===== src/rtl/uart_pkg.sv =====
// Shared definitions for the UART receive path: receiver FSM states,
// frame data width and the idle level of the serial line.
// UART_RX_PARITY_EN adds the PARITY state to the state set.
package uart_pkg;

    localparam int   UART_DATA_BITS = 8;
    localparam logic UART_IDLE_LVL  = 1'b1;

    typedef enum logic [2:0] {
        ST_IDLE,
        ST_START,
        ST_DATA,
`ifdef UART_RX_PARITY_EN
        ST_PARITY,
`endif
        ST_STOP,
        ST_WAIT_IDLE
    } rx_state_e;

endpackage


===== src/rtl/sync_fifo.sv =====
// Small synchronous FIFO with first-word fall-through read and an
// occupancy count. A push into a full FIFO is accepted when a pop
// happens in the same cycle. The head reads as zero while empty.
module sync_fifo #(
    parameter int WIDTH = 8,
    parameter int DEPTH = 8
) (
    input  logic                       clk,
    input  logic                       resetn,
    input  logic                       push,
    input  logic [WIDTH-1:0]           din,
    input  logic                       pop,
    output logic [WIDTH-1:0]           dout,
    output logic [$clog2(DEPTH):0]     count,
    output logic                       full,
    output logic                       empty
);

    localparam int AW = $clog2(DEPTH);

    logic [WIDTH-1:0] mem [DEPTH];
    logic [AW-1:0]    wptr;
    logic [AW-1:0]    rptr;
    logic             do_push;
    logic             do_pop;

    assign empty   = (count == '0);
    assign full    = (count == (AW+1)'(DEPTH));
    assign do_pop  = pop && !empty;
    assign do_push = push && (!full || do_pop);
    assign dout    = empty ? '0 : mem[rptr];

    // Storage array; contents are only visible through count, so no reset.
    always_ff @(posedge clk) begin
        if (do_push) mem[wptr] <= din;
    end

    // Pointers wrap naturally because DEPTH is a power of two.
    always_ff @(posedge clk or negedge resetn) begin
        if (!resetn) begin
            wptr  <= '0;
            rptr  <= '0;
            count <= '0;
        end else begin
            if (do_push) wptr <= wptr + 1'b1;
            if (do_pop)  rptr <= rptr + 1'b1;
            case ({do_push, do_pop})
                2'b10:   count <= count + 1'b1;
                2'b01:   count <= count - 1'b1;
                default: count <= count;
            endcase
        end
    end

endmodule


===== src/rtl/uart_rx_fifo.sv =====
// UART receiver (8N1, optional even parity) feeding a small FWFT FIFO.
// Holds the rxd synchroniser, the bit-timing FSM and the sticky error
// flags. Define UART_RX_PARITY_EN to add the parity bit and parity_err.
module uart_rx_fifo
    import uart_pkg::*;
#(
    parameter int CLKS_PER_BIT = 215,
    parameter int FIFO_DEPTH   = 8
) (
    input  logic                          clk,
    input  logic                          resetn,
    input  logic                          rxd,
    input  logic                          rd_en,
    output logic [7:0]                    rd_data,
    output logic                          rx_valid,
    output logic [$clog2(FIFO_DEPTH):0]   rx_count,
    output logic                          overrun,
    output logic                          frame_err,
`ifdef UART_RX_PARITY_EN
    output logic                          parity_err,
`endif
    input  logic                          err_clr
);

    localparam int CNT_W = $clog2(CLKS_PER_BIT);
    localparam int IDX_W = $clog2(UART_DATA_BITS);
    localparam logic [CNT_W-1:0] HALF_M1 = CNT_W'(CLKS_PER_BIT/2 - 1);
    localparam logic [CNT_W-1:0] FULL_M1 = CNT_W'(CLKS_PER_BIT - 1);
    localparam logic [IDX_W-1:0] LAST_IDX = IDX_W'(UART_DATA_BITS - 1);

    logic [1:0]                sync_q;
    logic                      rxs;
    rx_state_e                 state;
    logic [CNT_W-1:0]          cnt;
    logic [IDX_W-1:0]          bit_idx;
    logic [UART_DATA_BITS-1:0] shreg;
    logic                      par_bad;
    logic                      bit_done;
    logic                      push;
    logic                      frame_set;
    logic                      fifo_full;
    logic                      fifo_empty;

    assign rxs      = sync_q[1];
    assign bit_done = (cnt == FULL_M1);

    // Push and the framing error are decoded in the mid-stop sample cycle
    // itself, so the FIFO sees the byte on that same edge.
    assign push      = (state == ST_STOP) && bit_done && (rxs == UART_IDLE_LVL) && !par_bad;
    assign frame_set = (state == ST_STOP) && bit_done && (rxs != UART_IDLE_LVL);

    // Two-flop synchroniser, reset to the idle line level.
    always_ff @(posedge clk or negedge resetn) begin
        if (!resetn) sync_q <= {2{UART_IDLE_LVL}};
        else         sync_q <= {sync_q[0], rxd};
    end

    // Receiver FSM: start qualification at mid-bit, then one sample per bit.
    always_ff @(posedge clk or negedge resetn) begin
        if (!resetn) begin
            state   <= ST_IDLE;
            cnt     <= '0;
            bit_idx <= '0;
            shreg   <= '0;
`ifdef UART_RX_PARITY_EN
            par_bad <= 1'b0;
`endif
        end else begin
            case (state)
                ST_IDLE: begin
                    cnt <= '0;
                    if (rxs != UART_IDLE_LVL) state <= ST_START;
                end
                ST_START: begin
                    if (cnt == HALF_M1) begin
                        cnt     <= '0;
                        bit_idx <= '0;
`ifdef UART_RX_PARITY_EN
                        par_bad <= 1'b0;
`endif
                        state   <= (rxs != UART_IDLE_LVL) ? ST_DATA : ST_IDLE;
                    end else begin
                        cnt <= cnt + 1'b1;
                    end
                end
                ST_DATA: begin
                    if (bit_done) begin
                        cnt   <= '0;
                        shreg <= {rxs, shreg[UART_DATA_BITS-1:1]};
                        if (bit_idx == LAST_IDX) begin
`ifdef UART_RX_PARITY_EN
                            state <= ST_PARITY;
`else
                            state <= ST_STOP;
`endif
                        end else begin
                            bit_idx <= bit_idx + 1'b1;
                        end
                    end else begin
                        cnt <= cnt + 1'b1;
                    end
                end
`ifdef UART_RX_PARITY_EN
                ST_PARITY: begin
                    if (bit_done) begin
                        cnt     <= '0;
                        par_bad <= ((^shreg) != rxs);
                        state   <= ST_STOP;
                    end else begin
                        cnt <= cnt + 1'b1;
                    end
                end
`endif
                ST_STOP: begin
                    if (bit_done) begin
                        cnt   <= '0;
                        state <= (rxs == UART_IDLE_LVL) ? ST_IDLE : ST_WAIT_IDLE;
                    end else begin
                        cnt <= cnt + 1'b1;
                    end
                end
                ST_WAIT_IDLE: begin
                    if (rxs == UART_IDLE_LVL) state <= ST_IDLE;
                end
                default: state <= ST_IDLE;
            endcase
        end
    end

`ifndef UART_RX_PARITY_EN
    assign par_bad = 1'b0;
`endif

    // Sticky error flags; a clear request beats a same-cycle set.
    always_ff @(posedge clk or negedge resetn) begin
        if (!resetn) begin
            overrun   <= 1'b0;
            frame_err <= 1'b0;
        end else if (err_clr) begin
            overrun   <= 1'b0;
            frame_err <= 1'b0;
        end else begin
            if (push && fifo_full && !rd_en) overrun <= 1'b1;
            if (frame_set)                   frame_err <= 1'b1;
        end
    end

`ifdef UART_RX_PARITY_EN
    // Sticky parity flag, set at the stop sample of a frame with bad parity.
    always_ff @(posedge clk or negedge resetn) begin
        if (!resetn)                               parity_err <= 1'b0;
        else if (err_clr)                          parity_err <= 1'b0;
        else if ((state == ST_STOP) && bit_done && par_bad) parity_err <= 1'b1;
    end
`endif

    sync_fifo #(
        .WIDTH (UART_DATA_BITS),
        .DEPTH (FIFO_DEPTH)
    ) u_fifo (
        .clk    (clk),
        .resetn (resetn),
        .push   (push),
        .din    (shreg),
        .pop    (rd_en),
        .dout   (rd_data),
        .count  (rx_count),
        .full   (fifo_full),
        .empty  (fifo_empty)
    );

    assign rx_valid = !fifo_empty;

endmodule

===== config.mk =====
export PLATFORM = sky130hd
export DESIGN_NAME = uart_rx_fifo
export DESIGN_NICKNAME = d
export VERILOG_FILES = /design/src/rtl/uart_pkg.sv /design/src/rtl/sync_fifo.sv /design/src/rtl/uart_rx_fifo.sv
export SDC_FILE = /design/constraint.sdc
export NUM_CORES = 1
export LEC_CHECK = 0
export BUFFER_PORTS_ARGS = -buffer_cell sky130_fd_sc_hd__clkbuf_2
export CORE_ASPECT_RATIO = 0.6
export CORE_MARGIN = 8
export CORE_UTILIZATION = 35
export CTS_CLUSTER_SIZE = 20
export DETAILED_ROUTE_END_ITERATION = 8
export GPL_TIMING_DRIVEN = 0
export SYNTH_ARGS = -nofsm -noshare
export SYNTH_HDL_FRONTEND = slang
export SYNTH_SLANG_ARGS = --single-unit

===== constraint.sdc =====
create_clock -name clk -period 2.9 [get_ports clk]
set_input_delay 0.145 -clock clk [delete_from_list [all_inputs] [get_ports clk]]
set_output_delay 0.145 -clock clk [all_outputs]
set_load 0.005 [all_outputs]

==> results of run 1 <==
## routing by layer
metal,up-vias,track usage,wire length (µm)
met3,10,0.0287,460
met4,0,0.0389,106
met1,1224,0.150,4290
met2,50,0.167,3650
li1,1155,-,-
met5,-,0,0
## layout by cell type (no fill, tap or decap), types with 5 or more instances in the layout
master                      Yosys  routed
sky130_fd_sc_hd__nor2b_1        5       5
sky130_fd_sc_hd__edfxtp_1      64      64
sky130_fd_sc_hd__ha_1           9       9
sky130_fd_sc_hd__mux2i_1        9       9
sky130_fd_sc_hd__clkbuf_16      0       9
sky130_fd_sc_hd__dfrtp_1       34      33
sky130_fd_sc_hd__buf_4          1       8
sky130_fd_sc_hd__xor2_1         5       5
sky130_fd_sc_hd__inv_1          9       9
sky130_fd_sc_hd__mux2_2        13      13
sky130_fd_sc_hd__nand2_1       12      12
sky130_fd_sc_hd__mux4_2        16      16
sky130_fd_sc_hd__nor4_2         1       5
sky130_fd_sc_hd__a21oi_1        8       8
sky130_fd_sc_hd__nor2_1        17      17
sky130_fd_sc_hd__clkbuf_1       5       6
sky130_fd_sc_hd__nand3_1        6       5
sky130_fd_sc_hd__o21ai_0       10      10
sky130_fd_sc_hd__clkbuf_2       1      20
## layout make-up
cell class                      count  area, µm²  share of cell area
Clock inverter                      6       70.1              0.0136
Multi-Input combinational cell    161       1530               0.297
Tap cell                          165        206              0.0400
Clock buffer                       10        229              0.0444
Buffer                             13       68.8              0.0133
Sequential cell                   100       2830               0.548
Inverter                           10       37.5             0.00728
Timing Repair Buffer               30        185              0.0359
## through the flow
stage / setup TNS [ps] / setup WS (ps) / hold slack (ps) / util
floorplan: 0 / 306 / -151 / -
global placement: -16800 / -490 / 237 / 0.386
detailed placement: -5480 / -353 / 234 / 0.391
CTS: 0 / 42.9 / 226 / 0.421
global route: 0 / 1.25 / 247 / 0.423
finish: 0 / 186 / 246 / 0.423
## registers in the layout (all words and copies together) (netlist names)
signal and count:
u_fifo.rptr 3, u_fifo.mem 64, u_fifo.count 4, overrun 1, shreg 8, state 3
u_fifo.wptr 3, sync_q 2, bit_idx 3, cnt 8, frame_err 1
## repair_timing
| item | 4_1_cts | 5_1_grt |
|---|---|---|
| endpoints found under the setup margin | 33 | 1 |
| gates cloned | 0 | 0 |
| resized for setup | 4 | 3 |
| endpoints found under the hold margin | 37 | 0 |
| setup buffers | 2 | 2 |
| pin swaps | 1 | 2 |
| hold buffers | 3 | 0 |
## worst paths after layout
path / from / slack [ps] / cells past startpoint / to
min in group asynchronous: resetn / 490 / 2 / state[0]
hold reg to reg: sync_q[0] / 360 / 0 / sync_q[1]
hold / removal: rd_en / 250 / 4 / u_fifo.rptr[0]
setup / recovery: cnt[0] / 190 / 13 / u_fifo.count[2]
max in group asynchronous: resetn / 1770 / 2 / cnt[0]
setup reg to reg: cnt[0] / 190 / 13 / u_fifo.count[2]
## cell usage after synthesis (all sizes together), types with 6 or more instances
master	instances	area share
nand2	12	0.010
o21ai	10	0.011
mux2i	9	0.020
nor4	8	0.020
edfxtp	64	0.44
inv	10	0.0085
nor3	7	0.0091
mux4	16	0.082
a21oi	9	0.013
clkbuf	6	0.0054
buf	7	0.0094
dfrtp	34	0.19
ha	9	0.026
nand3	6	0.0068
mux2	14	0.037
nor2	18	0.017
## critical path, cell delays in order, from the launching register on
cell,delay [ps]
sky130_fd_sc_hd__dfrtp_2,440
sky130_fd_sc_hd__inv_1,70
sky130_fd_sc_hd__ha_1,160
sky130_fd_sc_hd__nand3b_1,160
sky130_fd_sc_hd__nor4_4,270
sky130_fd_sc_hd__nand3_2,150
sky130_fd_sc_hd__buf_6,200
sky130_fd_sc_hd__ha_1,260
sky130_fd_sc_hd__xor2_1,190
sky130_fd_sc_hd__ha_1,200
sky130_fd_sc_hd__a21oi_1,140
sky130_fd_sc_hd__xor2_1,160
sky130_fd_sc_hd__nor2_1,60
sky130_fd_sc_hd__xor2_1,140
## power by group through the flow
| stage | Combinational, W | Sequential (W) | Clock [W] |
|---|---|---|---|
| 4_1_cts | 0.0000205 | 0.00151 | 0.00123 |
| 5_1_grt | 0.0000226 | 0.00150 | 0.00128 |
| 3_5_place_dp | 0.0000174 | 0.00154 | 0 |
| 2_1_floorplan | 0.00000231 | 0.00154 | 0 |
| 3_3_place_gp | 0.0000168 | 0.00154 | 0 |
| 6_report | 0.0000198 | 0.00151 | 0.00120 |
## logic make-up after synthesis
group	after synthesis
AOI/OAI and AO/OA	29
xor gates and xnor gates	9
buffers and inverters	23
and+or+nand+nor	75
muxes	39
adders and majority gates	9
DFF	100
==> impl_results.html, run 1 <==
<table>
<tr><th>Metric</th><th>Value</th></tr>
<tr><th colspan="2">Finish</th></tr>
<tr><td>Fraction of final layout cells sized beyond drive strength 1</td><td>0.306</td></tr>
<tr><td>Filler-free cell count of the finished design</td><td>495</td></tr>
<tr><td>Count of fill cells added during filler insertion</td><td>1100</td></tr>
<tr><td>Area delta synth-&gt;final</td><td>17.1%</td></tr>
<tr><td>Antenna diodes</td><td>0</td></tr>
<tr><td>Final layout net count</td><td>between 300 and 400</td></tr>
<tr><td>Final Cell Area</td><td>~5200 µm²</td></tr>
<tr><th colspan="2">Floorplanning</th></tr>
<tr><td>Chip height</td><td>103 µm</td></tr>
<tr><td>Die area</td><td>~17000 µm²</td></tr>
<tr><td>Width of the chip</td><td>approximately 160 µm</td></tr>
<tr><td>Starting utilization of the core area</td><td>0.361</td></tr>
<tr><td>Number of placed I/O pins</td><td>20</td></tr>
<tr><td>Core Box Area</td><td>12200 µm²</td></tr>
<tr><td>Cell row count</td><td>31</td></tr>
<tr><th colspan="2">STA</th></tr>
<tr><td>Slew at the pin with the worst max-slew slack</td><td>about 950 ps</td></tr>
<tr><td>Final hold violation count</td><td>0</td></tr>
<tr><td>Period Utilization, post-route</td><td>0.936</td></tr>
<tr><td>Worst max-slew margin expressed relative to the limit</td><td>0.365</td></tr>
<tr><td>Crit path time final</td><td>2710 ps</td></tr>
<tr><td>Setup repair after global routing missed its margin</td><td>no</td></tr>
<tr><td>Total setup violations reported at the end of the flow</td><td>0</td></tr>
<tr><td>Fmax</td><td>368 MHz</td></tr>
<tr><td>Post-route clock skew</td><td>12.3 ps</td></tr>
<tr><td>Number of max-slew violations in the final report</td><td>0</td></tr>
<tr><th colspan="2">Detailed routing</th></tr>
<tr><td>Drt total wl</td><td>8510 µm</td></tr>
<tr><td>Routed length per placed instance</td><td>17.2 µm</td></tr>
<tr><td>Number of design rule violations left after detail routing</td><td>0</td></tr>
<tr><td>Overall via count from detail_route</td><td>2439</td></tr>
<tr><td>Per-cell via count in the routed design</td><td>between 4 and 5</td></tr>
<tr><td>Remaining antenna violation count</td><td>0</td></tr>
<tr><td>Count of routing violations after the opening detailed-route iteration</td><td>157</td></tr>
<tr><td>Length of the first detailed-routing pass in iterations</td><td>4</td></tr>
<tr><th colspan="2">Global route</th></tr>
<tr><td>Total GRT Usage</td><td>0.110</td></tr>
<tr><td>Antenna violations before repair</td><td>0</td></tr>
<tr><td>Vias in the first global route</td><td>~2500</td></tr>
<tr><td>Remaining Overflow, GRT</td><td>0</td></tr>
<tr><td>Largest net degree at the start of global routing</td><td>37</td></tr>
<tr><td>Wire length of the first global-routing pass</td><td>14000 µm</td></tr>
<tr><th colspan="2">Outcome</th></tr>
<tr><td>Outcome</td><td>finished, final reports clean</td></tr>
<tr><th colspan="2">Power and ir drop</th></tr>
<tr><td>Share of total power in combinational logic</td><td>0.007</td></tr>
<tr><td>Power share of the clock group</td><td>0.441</td></tr>
<tr><td>Internal Pwr Total</td><td>around 0.0022 W</td></tr>
<tr><td>Reg power frac</td><td>0.552</td></tr>
<tr><td>Cell Pwr Density</td><td>529 nW/µm²</td></tr>
<tr><td>Total net switching power</td><td>0.000538 W</td></tr>
<tr><td>Total chip power</td><td>roughly 0.0027 W</td></tr>
<tr><td>Switching share of total power</td><td>0.197</td></tr>
<tr><td>Leakage power of the design</td><td>2.06 nW</td></tr>
<tr><td>Peak supply drop</td><td>282 µV</td></tr>
<tr><th colspan="2">Clock tree</th></tr>
<tr><td>CTS H-tree depth</td><td>3</td></tr>
<tr><td>TritonCTS buffer count</td><td>9</td></tr>
<tr><td>Clk_lat worst skew</td><td>340 ps</td></tr>
<tr><td>Clock-pin slew on the worst setup and hold paths</td><td>70 ps</td></tr>
<tr><td>TritonCTS clock tree</td><td>built</td></tr>
<tr><td>Clock Path Buffers</td><td>2</td></tr>
<tr><td>Clk Tree Root Cell</td><td>sky130_fd_sc_hd__clkbuf_16</td></tr>
<tr><td>CTS Sinks</td><td>100</td></tr>
<tr><th colspan="2">Logic synthesis</th></tr>
<tr><td>Count of yosys warnings during synthesis</td><td>0</td></tr>
<tr><td>Seq cells post-synth</td><td>100</td></tr>
<tr><td>Gate count after technology mapping</td><td>284</td></tr>
<tr><td>Main synth FF type</td><td>sky130_fd_sc_hd__edfxtp_1</td></tr>
<tr><td>Fraction of the mapped netlist area in compound gates</td><td>0.0418</td></tr>
<tr><td>Mapped cell area</td><td>4400 µm²</td></tr>
<tr><td>Number of enable flip-flop cells after synthesis</td><td>64</td></tr>
<tr><td>Sequential fraction of the synthesis area</td><td>0.642</td></tr>
<tr><td>Async set or reset register ratio after synthesis</td><td>0.360</td></tr>
<tr><td>Count of distinct cell types in the synthesized netlist</td><td>50</td></tr>
<tr><td>Net Count, Synth</td><td>298</td></tr>
<tr><td>Xor and xnor area share after synthesis</td><td>0.0179</td></tr>
<tr><td>Adder-Cell Fraction of Synth Area</td><td>0.0256</td></tr>
<tr><td>Post-Synth Simple-Gate Area</td><td>0.111</td></tr>
<tr><td>Combinational family with the most area after synthesis</td><td>multiplexers</td></tr>
<tr><td>Mean instance size in the synthesized netlist</td><td>about 15 µm²</td></tr>
<tr><td>Post-synthesis mux area share</td><td>0.139</td></tr>
<tr><th colspan="2">Place</th></tr>
<tr><td>DP Area</td><td>4760 µm²</td></tr>
<tr><td>Half-perimeter wire length after detailed placement</td><td>a little under 6000 µm</td></tr>
<tr><td>Final estimated routing congestion in global placement</td><td>0.737</td></tr>
<tr><td>Number of instances in the placed design</td><td>472</td></tr>
<tr><td>Count of buffers inserted at the top-level ports</td><td>19</td></tr>
<tr><th colspan="2">Setup path</th></tr>
<tr><td>Endpoint type of the worst setup path</td><td>flip-flop</td></tr>
<tr><td>Worst-path maximum fanout</td><td>11</td></tr>
<tr><td>CP required</td><td>approximately 3100 ps</td></tr>
<tr><td>Path type of the worst setup path</td><td>flip-flop to flip-flop</td></tr>
<tr><td>Arrival time worst endpoint</td><td>approximately 2900 ps</td></tr>
<tr><td>Critical Path Source Type</td><td>flip-flop</td></tr>
<tr><th colspan="2">Run</th></tr>
<tr><td>Number of max-cap violations</td><td>0</td></tr>
<tr><th colspan="2">Worst hold path</th></tr>
<tr><td>Class of the most critical hold timing path</td><td>input port to flip-flop</td></tr>
</table>
(Power assumes the default switching activity.)
==> run 2, diff against run 1 <==
--- a/config.mk
+++ b/config.mk
@@ -5,12 +5,12 @@
 export SDC_FILE = /design/constraint.sdc
 export NUM_CORES = 1
 export LEC_CHECK = 0
-export BUFFER_PORTS_ARGS = -buffer_cell sky130_fd_sc_hd__clkbuf_2
 export CORE_ASPECT_RATIO = 0.6
 export CORE_MARGIN = 8
 export CORE_UTILIZATION = 35
 export CTS_CLUSTER_SIZE = 20
 export DETAILED_ROUTE_END_ITERATION = 8
+export DONT_BUFFER_PORTS = 1
 export GPL_TIMING_DRIVEN = 0
 export SYNTH_ARGS = -nofsm -noshare
 export SYNTH_HDL_FRONTEND = slang
==> run 2 against run 1 <==
Total power decreased by 1.2%. Highest routed layer unchanged. Worst hold slack got worse by 120 ps. Fmax increased by 1.2%. Worst setup slack improved by 31 ps. Cell count decreased by 3.6%. Clock-buffer cell count decreased by 1. Cell area decreased by 1.8%. Largest power group unchanged. Via count decreased by 1.7%. Core utilization decreased by 0.75 points. Sequential power about the same.
==> impl_results.html, run 2 (same netlist as run 1, synthesis figures left out) <==
<table>
<tr><th>Metric</th><th>Value</th></tr>
<tr><th colspan="2">STA</th></tr>
<tr><td>Total negative slack</td><td>0 ps (unchanged)</td></tr>
<tr><td>Post-route clock skew</td><td>8.87 ps (-3.45 ps)</td></tr>
<tr><td>Setup repair after global routing missed its margin</td><td>no</td></tr>
<tr><td>Final hold violation count</td><td>0 (unchanged)</td></tr>
<tr><td>Fmax</td><td>373 MHz (+1.2%)</td></tr>
<tr><td>Total setup violations reported at the end of the flow</td><td>0 (unchanged)</td></tr>
<tr><td>Crit path time final</td><td>2680 ps (-30.9 ps)</td></tr>
<tr><td>Period Utilization, post-route</td><td>0.925 (-0.0106)</td></tr>
<tr><td>Slew at the pin with the worst max-slew slack</td><td>1010 ps (+54.6 ps)</td></tr>
<tr><td>Number of max-slew violations in the final report</td><td>0 (unchanged)</td></tr>
<tr><td>Worst max-slew margin expressed relative to the limit</td><td>0.327 (-0.0382)</td></tr>
<tr><th colspan="2">Floorplanning</th></tr>
<tr><td>Die area</td><td>16500 µm² (unchanged)</td></tr>
<tr><td>Cell row count</td><td>31 (unchanged)</td></tr>
<tr><td>Core Box Area</td><td>12200 µm² (unchanged)</td></tr>
<tr><td>Width of the chip</td><td>161 µm (unchanged)</td></tr>
<tr><td>Chip height</td><td>103 µm (unchanged)</td></tr>
<tr><td>Number of placed I/O pins</td><td>20 (unchanged)</td></tr>
<tr><td>Starting utilization of the core area</td><td>0.361 (unchanged)</td></tr>
<tr><th colspan="2">Setup path</th></tr>
<tr><td>R2r setup slk</td><td>220 ps (+30 ps)</td></tr>
<tr><td>Worst path top cell family by delay</td><td>simple AND/OR/NAND/NOR gates</td></tr>
<tr><td>Path type of the worst setup path</td><td>flip-flop to flip-flop</td></tr>
<tr><td>Arrival time worst endpoint</td><td>2660 ps (-280 ps)</td></tr>
<tr><td>Worst-path maximum fanout</td><td>11 (unchanged)</td></tr>
<tr><td>CP required</td><td>2880 ps (-240 ps)</td></tr>
<tr><td>CP bufs+invs</td><td>2 (unchanged)</td></tr>
<tr><td>Cell at the slowest stage of the critical path</td><td>sky130_fd_sc_hd__nor4b_2</td></tr>
<tr><td>Critical Path Source Type</td><td>flip-flop</td></tr>
<tr><td>Critical R2R Launch</td><td>cnt[0]</td></tr>
<tr><td>Endpoint type of the worst setup path</td><td>flip-flop</td></tr>
<tr><td>Logic depth of the worst register-to-register path</td><td>7 (-6)</td></tr>
<tr><td>Critical Path Stages</td><td>7 (-6)</td></tr>
<tr><td>Critical register-to-register path endpoint</td><td>u_fifo.mem[4][7]</td></tr>
<tr><td>CP cell instances</td><td>inv_1 -&gt; ha_1 -&gt; nand3b_1 -&gt; nor4_4 -&gt; nand3_2 -&gt; buf_6 -&gt; nor4b_2</td></tr>
<tr><td>Slowest stage delay, CP</td><td>830 ps (+390 ps)</td></tr>
<tr><th colspan="2">Power and ir drop</th></tr>
<tr><td>Peak supply drop</td><td>256 µV (-9.4%)</td></tr>
<tr><td>Total chip power</td><td>0.00269 W (-1.2%)</td></tr>
<tr><td>Cell Pwr Density</td><td>532 nW/µm² (+0.60%)</td></tr>
<tr><td>Leakage power of the design</td><td>1.97 nW (-4.1%)</td></tr>
<tr><th colspan="2">Detailed routing</th></tr>
<tr><td>Overall via count from detail_route</td><td>2398 (-1.7%)</td></tr>
<tr><td>Routed length per placed instance</td><td>18.3 µm (+6.7%)</td></tr>
<tr><td>Drt total wl</td><td>8750 µm (+2.8%)</td></tr>
<tr><td>Remaining antenna violation count</td><td>0 (unchanged)</td></tr>
<tr><td>Number of design rule violations left after detail routing</td><td>0 (unchanged)</td></tr>
<tr><td>Length of the first detailed-routing pass in iterations</td><td>4 (unchanged)</td></tr>
<tr><td>Count of routing violations after the opening detailed-route iteration</td><td>213 (+36%)</td></tr>
<tr><td>Per-cell via count in the routed design</td><td>5.03 (+2.0%)</td></tr>
<tr><th colspan="2">Clock tree</th></tr>
<tr><td>Clock-pin slew on the worst setup and hold paths</td><td>70 ps (about the same)</td></tr>
<tr><td>Clock Path Buffers</td><td>2 (unchanged)</td></tr>
<tr><td>Clk Tree Root Cell</td><td>sky130_fd_sc_hd__clkbuf_16</td></tr>
<tr><td>Clk_lat worst skew</td><td>350 ps (about the same)</td></tr>
<tr><td>CTS H-tree depth</td><td>3 (unchanged)</td></tr>
<tr><td>TritonCTS clock tree</td><td>built</td></tr>
<tr><td>TritonCTS buffer count</td><td>9 (unchanged)</td></tr>
<tr><td>CTS Sinks</td><td>100 (unchanged)</td></tr>
<tr><th colspan="2">Finish</th></tr>
<tr><td>Register with the most flip-flops</td><td>u_fifo.mem</td></tr>
<tr><td>Final layout net count</td><td>321 (-5.3%)</td></tr>
<tr><td>Commonest non-fill, non-tap cells in the layout</td><td>64 x sky130_fd_sc_hd__edfxtp_1, 33 x sky130_fd_sc_hd__dfrtp_1, 17 x sky130_fd_sc_hd__nor2_1, 16 x sky130_fd_sc_hd__mux4_2, 13 x sky130_fd_sc_hd__mux2_2</td></tr>
<tr><td>Filler-free cell count of the finished design</td><td>477 (-3.6%)</td></tr>
<tr><td>Top Registers</td><td>u_fifo.mem: 64 flops, cnt: 8 flops, shreg: 8 flops</td></tr>
<tr><td>Count of fill cells added during filler insertion</td><td>1114 (+1.3%)</td></tr>
<tr><td>Flip-flop and latch area</td><td>2830 µm² (unchanged)</td></tr>
<tr><td>Most common cell after layout, fill and taps aside</td><td>sky130_fd_sc_hd__edfxtp_1</td></tr>
<tr><td>Antenna diodes</td><td>0 (unchanged)</td></tr>
<tr><td>Max FFs per register</td><td>64 (unchanged)</td></tr>
<tr><td>Final core occ</td><td>0.416 (-0.00750)</td></tr>
<tr><td>Fraction of final layout cells sized beyond drive strength 1</td><td>0.272 (-0.0336)</td></tr>
<tr><td>Area delta synth-&gt;final</td><td>15.0%</td></tr>
<tr><td>Multi-input combinational cell area</td><td>1530 µm² (-0.41%)</td></tr>
<tr><th colspan="2">Worst hold path</th></tr>
<tr><td>Class of the most critical hold timing path</td><td>input port to flip-flop</td></tr>
<tr><td>WHS Path Cells</td><td>3 (-1)</td></tr>
<tr><td>Worst Hold Launch</td><td>rd_en</td></tr>
<tr><td>Hold Path Sink</td><td>u_fifo.rptr[0]</td></tr>
<tr><th colspan="2">Global route</th></tr>
<tr><td>Vias in the first global route</td><td>2449 (-3.5%)</td></tr>
<tr><td>Total GRT Usage</td><td>0.112 (+0.00235)</td></tr>
<tr><td>Antenna violations before repair</td><td>0 (unchanged)</td></tr>
<tr><td>Wire length of the first global-routing pass</td><td>13900 µm (-0.49%)</td></tr>
<tr><td>Largest net degree at the start of global routing</td><td>37 (unchanged)</td></tr>
<tr><td>Remaining Overflow, GRT</td><td>0 (unchanged)</td></tr>
<tr><th colspan="2">Place</th></tr>
<tr><td>Final estimated routing congestion in global placement</td><td>0.757 (+2.7%)</td></tr>
<tr><td>Number of instances in the placed design</td><td>453 (-4.0%)</td></tr>
<tr><td>Count of buffers inserted at the top-level ports</td><td>0 (-19)</td></tr>
<tr><td>Half-perimeter wire length after detailed placement</td><td>6000 µm (+1.9%)</td></tr>
<tr><th colspan="2">Outcome</th></tr>
<tr><td>Outcome</td><td>finished, final reports clean</td></tr>
<tr><th colspan="2">Run</th></tr>
<tr><td>Number of max-cap violations</td><td>0 (unchanged)</td></tr>
</table>
[run 2: report_power, final]
group          leakage [nW]  total [W]  internal (W)  switching [W]
clock                 0.142    0.00117      0.000605       0.000565
combinational         0.606  0.0000198    0.00000638      0.0000134
sequential             1.22    0.00150       0.00150    0.000000356
[run 2: worst reg2reg max path, stage by stage, from the launching register on]
cell	delay, ps
sky130_fd_sc_hd__dfrtp_2	440
sky130_fd_sc_hd__inv_1	70
sky130_fd_sc_hd__ha_1	160
sky130_fd_sc_hd__nand3b_1	160
sky130_fd_sc_hd__nor4_4	300
sky130_fd_sc_hd__nand3_2	150
sky130_fd_sc_hd__buf_6	200
sky130_fd_sc_hd__nor4b_2	830
[run 2: how the worst max path moves through the flow]
| stage | startpoint | endpoint | slack [ps] |
|---|---|---|---|
| 3_3_place_gp | cnt[0] | u_fifo.mem[1][1] | -480 |
| 6_report | cnt[0] | u_fifo.mem[4][7] | 220 |
| 3_5_place_dp | cnt[0] | u_fifo.mem[7][0] | -240 |
| 2_1_floorplan | cnt[0] | u_fifo.mem[0][0] | 310 |
| 5_1_grt | cnt[0] | u_fifo.mem[4][7] | 0.06 |
| 4_1_cts | u_fifo.count[2] | u_fifo.count[2] | 60 |
[run 2: metrics by stage]
step	cell area (µm²)	worst slack (ps)	hold slack, ps
after floorplan	4400	306	-151
after global placement	4610	-483	-150
after detailed placement	4660	-238	-150
after CTS	5040	61.0	110
after global routing	5060	0.0584	117
final	5060	217	125
[run 2: repair_timing]
item,4_1_cts,5_1_grt
hold buffers,4,0
pin swaps,1,2
resized for setup,3,4
setup buffers,2,2
endpoints found under the setup margin,33,9
hold endpoints to repair,39,0
[run 2: layout make-up]
cell class              count  area share
plain buffers              13      0.0136
clock buffers               9      0.0445
clock inverters             7      0.0126
inverters                  10     0.00741
multi-input cells         161       0.301
flip-flops and latches    100       0.558
well taps                 165      0.0408
repair buffers             12      0.0217
[run 2: layer usage]
layer / global-route usage / routed length, µm
met3: 0.0407 / 483
met1: 0.158 / 4500
met4: 0.0347 / 98
met2: 0.158 / 3660
met5: 0 / 0
==> run 3, diff against run 2 <==
--- a/config.mk
+++ b/config.mk
@@ -12,6 +12,7 @@
 export DETAILED_ROUTE_END_ITERATION = 8
 export DONT_BUFFER_PORTS = 1
 export GPL_TIMING_DRIVEN = 0
+export RECOVER_POWER = 100
 export SYNTH_ARGS = -nofsm -noshare
 export SYNTH_HDL_FRONTEND = slang
 export SYNTH_SLANG_ARGS = --single-unit
==> run 3 against run 2 <==
The run now ends with max-capacitance violations, max-slew violations left. Cell count did not move. Clock skew barely moved. Via count rose by 0.71%. Largest cell class unchanged. Highest routed layer unchanged. Critical path type unchanged. Die area did not move. Sequential power barely moved. Routed wire length rose by 0.22%. Clock-buffer cell count did not move. Register-to-register slack got worse by 50 ps. Critical path depth rose by 1.
==> impl_results.html, run 3 (same netlist as run 1, synthesis figures left out) <==
<table>
<tr><th>Metric</th><th>Value</th></tr>
<tr><th colspan="2">Place</th></tr>
<tr><td>Half-perimeter wire length after detailed placement</td><td>6000 µm (unchanged)</td></tr>
<tr><td>Count of buffers inserted at the top-level ports</td><td>0 (unchanged)</td></tr>
<tr><td>Final estimated routing congestion in global placement</td><td>0.757 (unchanged)</td></tr>
<tr><td>Number of instances in the placed design</td><td>453 (unchanged)</td></tr>
<tr><td>DP Area</td><td>4660 µm² (unchanged)</td></tr>
<tr><th colspan="2">Power and ir drop</th></tr>
<tr><td>Power share of the clock group</td><td>0.434 (about the same)</td></tr>
<tr><td>Total net switching power</td><td>0.000578 W (-0.26%)</td></tr>
<tr><td>Leakage power of the design</td><td>1.95 nW (-1.4%)</td></tr>
<tr><td>Reg power frac</td><td>0.559 (about the same)</td></tr>
<tr><td>Share of total power in combinational logic</td><td>0.006 (about the same)</td></tr>
<tr><td>Cell Pwr Density</td><td>539 nW/µm² (+1.4%)</td></tr>
<tr><td>Internal Pwr Total</td><td>0.00211 W (-0.12%)</td></tr>
<tr><td>Peak supply drop</td><td>256 µV (about the same)</td></tr>
<tr><td>Switching share of total power</td><td>0.215 (-0.000243)</td></tr>
<tr><th colspan="2">Clock tree</th></tr>
<tr><td>Clk Tree Root Cell</td><td>sky130_fd_sc_hd__clkbuf_16</td></tr>
<tr><td>TritonCTS buffer count</td><td>9 (unchanged)</td></tr>
<tr><td>CTS H-tree depth</td><td>3 (unchanged)</td></tr>
<tr><td>Clock-pin slew on the worst setup and hold paths</td><td>70 ps (about the same)</td></tr>
<tr><td>Clock Path Buffers</td><td>2 (unchanged)</td></tr>
<tr><td>TritonCTS clock tree</td><td>built</td></tr>
<tr><td>CTS Sinks</td><td>100 (unchanged)</td></tr>
<tr><td>Clk_lat worst skew</td><td>350 ps (about the same)</td></tr>
<tr><th colspan="2">Finish</th></tr>
<tr><td>Multi-input combinational cell area</td><td>1490 µm² (-2.6%)</td></tr>
<tr><td>Flip-flop and latch area</td><td>2830 µm² (unchanged)</td></tr>
<tr><td>Count of fill cells added during filler insertion</td><td>1127 (+1.2%)</td></tr>
<tr><td>Final Cell Area</td><td>4990 µm² (-1.5%)</td></tr>
<tr><td>Antenna diodes</td><td>0 (unchanged)</td></tr>
<tr><td>Filler-free cell count of the finished design</td><td>477 (unchanged)</td></tr>
<tr><td>Final layout net count</td><td>321 (unchanged)</td></tr>
<tr><td>Commonest non-fill, non-tap cells in the layout</td><td>64 x sky130_fd_sc_hd__edfxtp_1, 33 x sky130_fd_sc_hd__dfrtp_1, 18 x sky130_fd_sc_hd__nor2_1, 16 x sky130_fd_sc_hd__mux4_2, 13 x sky130_fd_sc_hd__mux2_2</td></tr>
<tr><td>Most common cell after layout, fill and taps aside</td><td>sky130_fd_sc_hd__edfxtp_1</td></tr>
<tr><td>Register with the most flip-flops</td><td>u_fifo.mem</td></tr>
<tr><td>Top Registers</td><td>u_fifo.mem: 64 flops, cnt: 8 flops, shreg: 8 flops</td></tr>
<tr><td>Max FFs per register</td><td>64 (unchanged)</td></tr>
<tr><td>Area delta synth-&gt;final</td><td>13.3%</td></tr>
<tr><td>Fraction of final layout cells sized beyond drive strength 1</td><td>0.228 (-0.0449)</td></tr>
<tr><th colspan="2">STA</th></tr>
<tr><td>Slew at the pin with the worst max-slew slack</td><td>2030 ps (+1020 ps)</td></tr>
<tr><td>Post-route clock skew</td><td>8.75 ps (-0.117 ps)</td></tr>
<tr><td>Period Utilization, post-route</td><td>0.944 (+0.0188)</td></tr>
<tr><td>Worst max-slew margin expressed relative to the limit</td><td>-0.351 (-0.678)</td></tr>
<tr><td>Setup repair after global routing missed its margin</td><td>no</td></tr>
<tr><td>Fmax</td><td>365 MHz (-2.0%)</td></tr>
<tr><td>Crit path time final</td><td>2740 ps (+54.4 ps)</td></tr>
<tr><td>Final hold violation count</td><td>0 (unchanged)</td></tr>
<tr><td>Total negative slack</td><td>0 ps (unchanged)</td></tr>
<tr><td>Number of max-slew violations in the final report</td><td>37 (+37)</td></tr>
<tr><td>Total setup violations reported at the end of the flow</td><td>0 (unchanged)</td></tr>
<tr><th colspan="2">Setup path</th></tr>
<tr><td>CP bufs+invs</td><td>3 (+1)</td></tr>
<tr><td>Arrival time worst endpoint</td><td>2800 ps (+140 ps)</td></tr>
<tr><td>Worst-path maximum fanout</td><td>11 (unchanged)</td></tr>
<tr><td>CP required</td><td>2960 ps (+80 ps)</td></tr>
<tr><td>Cell at the slowest stage of the critical path</td><td>sky130_fd_sc_hd__nor4_1</td></tr>
<tr><td>Worst path top cell family by delay</td><td>simple AND/OR/NAND/NOR gates</td></tr>
<tr><td>Logic depth of the worst register-to-register path</td><td>8 (+1)</td></tr>
<tr><td>Critical Path Stages</td><td>8 (+1)</td></tr>
<tr><td>CP cell instances</td><td>inv_1 -&gt; ha_1 -&gt; nand3b_1 -&gt; nor4_4 -&gt; nand3_2 -&gt; buf_6 -&gt; nor4_1 -&gt; buf_4</td></tr>
<tr><td>Path type of the worst setup path</td><td>flip-flop to flip-flop</td></tr>
<tr><td>Slowest stage delay, CP</td><td>670 ps (-160 ps)</td></tr>
<tr><td>Critical Path Source Type</td><td>flip-flop</td></tr>
<tr><td>Endpoint type of the worst setup path</td><td>flip-flop</td></tr>
<tr><th colspan="2">Global route</th></tr>
<tr><td>Wire length of the first global-routing pass</td><td>13900 µm (unchanged)</td></tr>
<tr><td>Vias in the first global route</td><td>2449 (unchanged)</td></tr>
<tr><td>Largest net degree at the start of global routing</td><td>37 (unchanged)</td></tr>
<tr><td>Antenna violations before repair</td><td>0 (unchanged)</td></tr>
<tr><td>Remaining Overflow, GRT</td><td>0 (unchanged)</td></tr>
<tr><td>Total GRT Usage</td><td>0.112 (unchanged)</td></tr>
<tr><th colspan="2">Worst hold path</th></tr>
<tr><td>Class of the most critical hold timing path</td><td>input port to flip-flop</td></tr>
<tr><td>WHS Path Cells</td><td>3 (unchanged)</td></tr>
<tr><th colspan="2">Run</th></tr>
<tr><td>Number of max-cap violations</td><td>1 (+1)</td></tr>
<tr><th colspan="2">Detailed routing</th></tr>
<tr><td>Overall via count from detail_route</td><td>2415 (+0.71%)</td></tr>
<tr><td>Remaining antenna violation count</td><td>0 (unchanged)</td></tr>
<tr><td>Number of design rule violations left after detail routing</td><td>0 (unchanged)</td></tr>
<tr><td>Count of routing violations after the opening detailed-route iteration</td><td>182 (-15%)</td></tr>
<tr><td>Per-cell via count in the routed design</td><td>5.06 (+0.71%)</td></tr>
<tr><td>Routed length per placed instance</td><td>18.4 µm (+0.22%)</td></tr>
<tr><td>Length of the first detailed-routing pass in iterations</td><td>4 (unchanged)</td></tr>
<tr><td>Drt total wl</td><td>8760 µm (+0.22%)</td></tr>
<tr><th colspan="2">Floorplanning</th></tr>
<tr><td>Cell row count</td><td>31 (unchanged)</td></tr>
<tr><td>Chip height</td><td>103 µm (unchanged)</td></tr>
<tr><td>Starting utilization of the core area</td><td>0.361 (unchanged)</td></tr>
<tr><td>Width of the chip</td><td>161 µm (unchanged)</td></tr>
<tr><td>Number of placed I/O pins</td><td>20 (unchanged)</td></tr>
<tr><td>Core Box Area</td><td>12200 µm² (unchanged)</td></tr>
<tr><td>Die area</td><td>16500 µm² (unchanged)</td></tr>
<tr><th colspan="2">Outcome</th></tr>
<tr><td>Violations in the final reports</td><td>max-capacitance violations, max-slew violations</td></tr>
<tr><td>Outcome</td><td>finished with violations</td></tr>
</table>
-- run 3: area by class of cell --
type                    instances  share of cell area
repair buffers                 12              0.0153
inverters                      10             0.00752
multi-input cells             161               0.298
flip-flops and latches        100               0.567
plain buffers                  13              0.0135
well taps                     165              0.0414
clock buffers                   9              0.0451
clock inverters                 7              0.0128
-- run 3: per-stage QoR --
| stage | utilization | power (W) | hold slack, ps | worst slack (ps) |
|---|---|---|---|---|
| global route | 0.410 | 0.00277 | 159 | 10.0 |
| detailed placement | 0.383 | 0.00154 | -150 | -238 |
| CTS | 0.413 | 0.00272 | 110 | 61.0 |
| global placement | 0.378 | 0.00154 | -150 | -483 |
| finish | 0.410 | 0.00269 | 160 | 162 |
| floorplan | - | 0.00154 | -151 | 306 |
-- run 3: worst paths after layout --
| path | start | end | slack [ps] |
|---|---|---|---|
| setup / recovery | cnt[0] | u_fifo.mem[1][1] | 160 |
| hold / removal | rd_en | overrun | 160 |
| setup reg to reg | cnt[0] | u_fifo.mem[1][1] | 160 |
| hold reg to reg | sync_q[0] | sync_q[1] | 360 |
| max in group asynchronous | resetn | cnt[0] | 700 |
| min in group asynchronous | resetn | cnt[0] | 900 |
-- run 3: power by group through the flow --
| stage | clock [W] | combinational [W] | sequential, W |
|---|---|---|---|
| global placement | 0 | 0.00000356 | 0.00154 |
| CTS | 0.00120 | 0.0000210 | 0.00150 |
| finish | 0.00117 | 0.0000174 | 0.00150 |
| floorplan | 0 | 0.00000231 | 0.00154 |
| detailed placement | 0 | 0.00000356 | 0.00154 |
| global route | 0.00125 | 0.0000201 | 0.00150 |
-- run 3: routing by layer --
layer	part of all wire	vias up	GRT usage
met1	0.52	1247	0.158
met5	0	-	0
li1	-	1126	-
met2	0.43	35	0.158
met3	0.041	7	0.0407
met4	0.011	0	0.0347
-- run 3: worst reg2reg max path, stage by stage (launching register included) --
cell and delay (ps):
sky130_fd_sc_hd__dfrtp_2 440, sky130_fd_sc_hd__inv_1 70, sky130_fd_sc_hd__ha_1 160, sky130_fd_sc_hd__nand3b_1 150, sky130_fd_sc_hd__nor4_4 310, sky130_fd_sc_hd__nand3_2 160
sky130_fd_sc_hd__buf_6 190, sky130_fd_sc_hd__nor4_1 670, sky130_fd_sc_hd__buf_4 290
-- run 3: repair_timing --
item,4_1_cts,5_1_grt
pin swaps,1,2
resized for setup,3,4
hold buffers,4,0
endpoints found under the hold margin,39,0
setup buffers,2,2
setup endpoints to repair,33,9
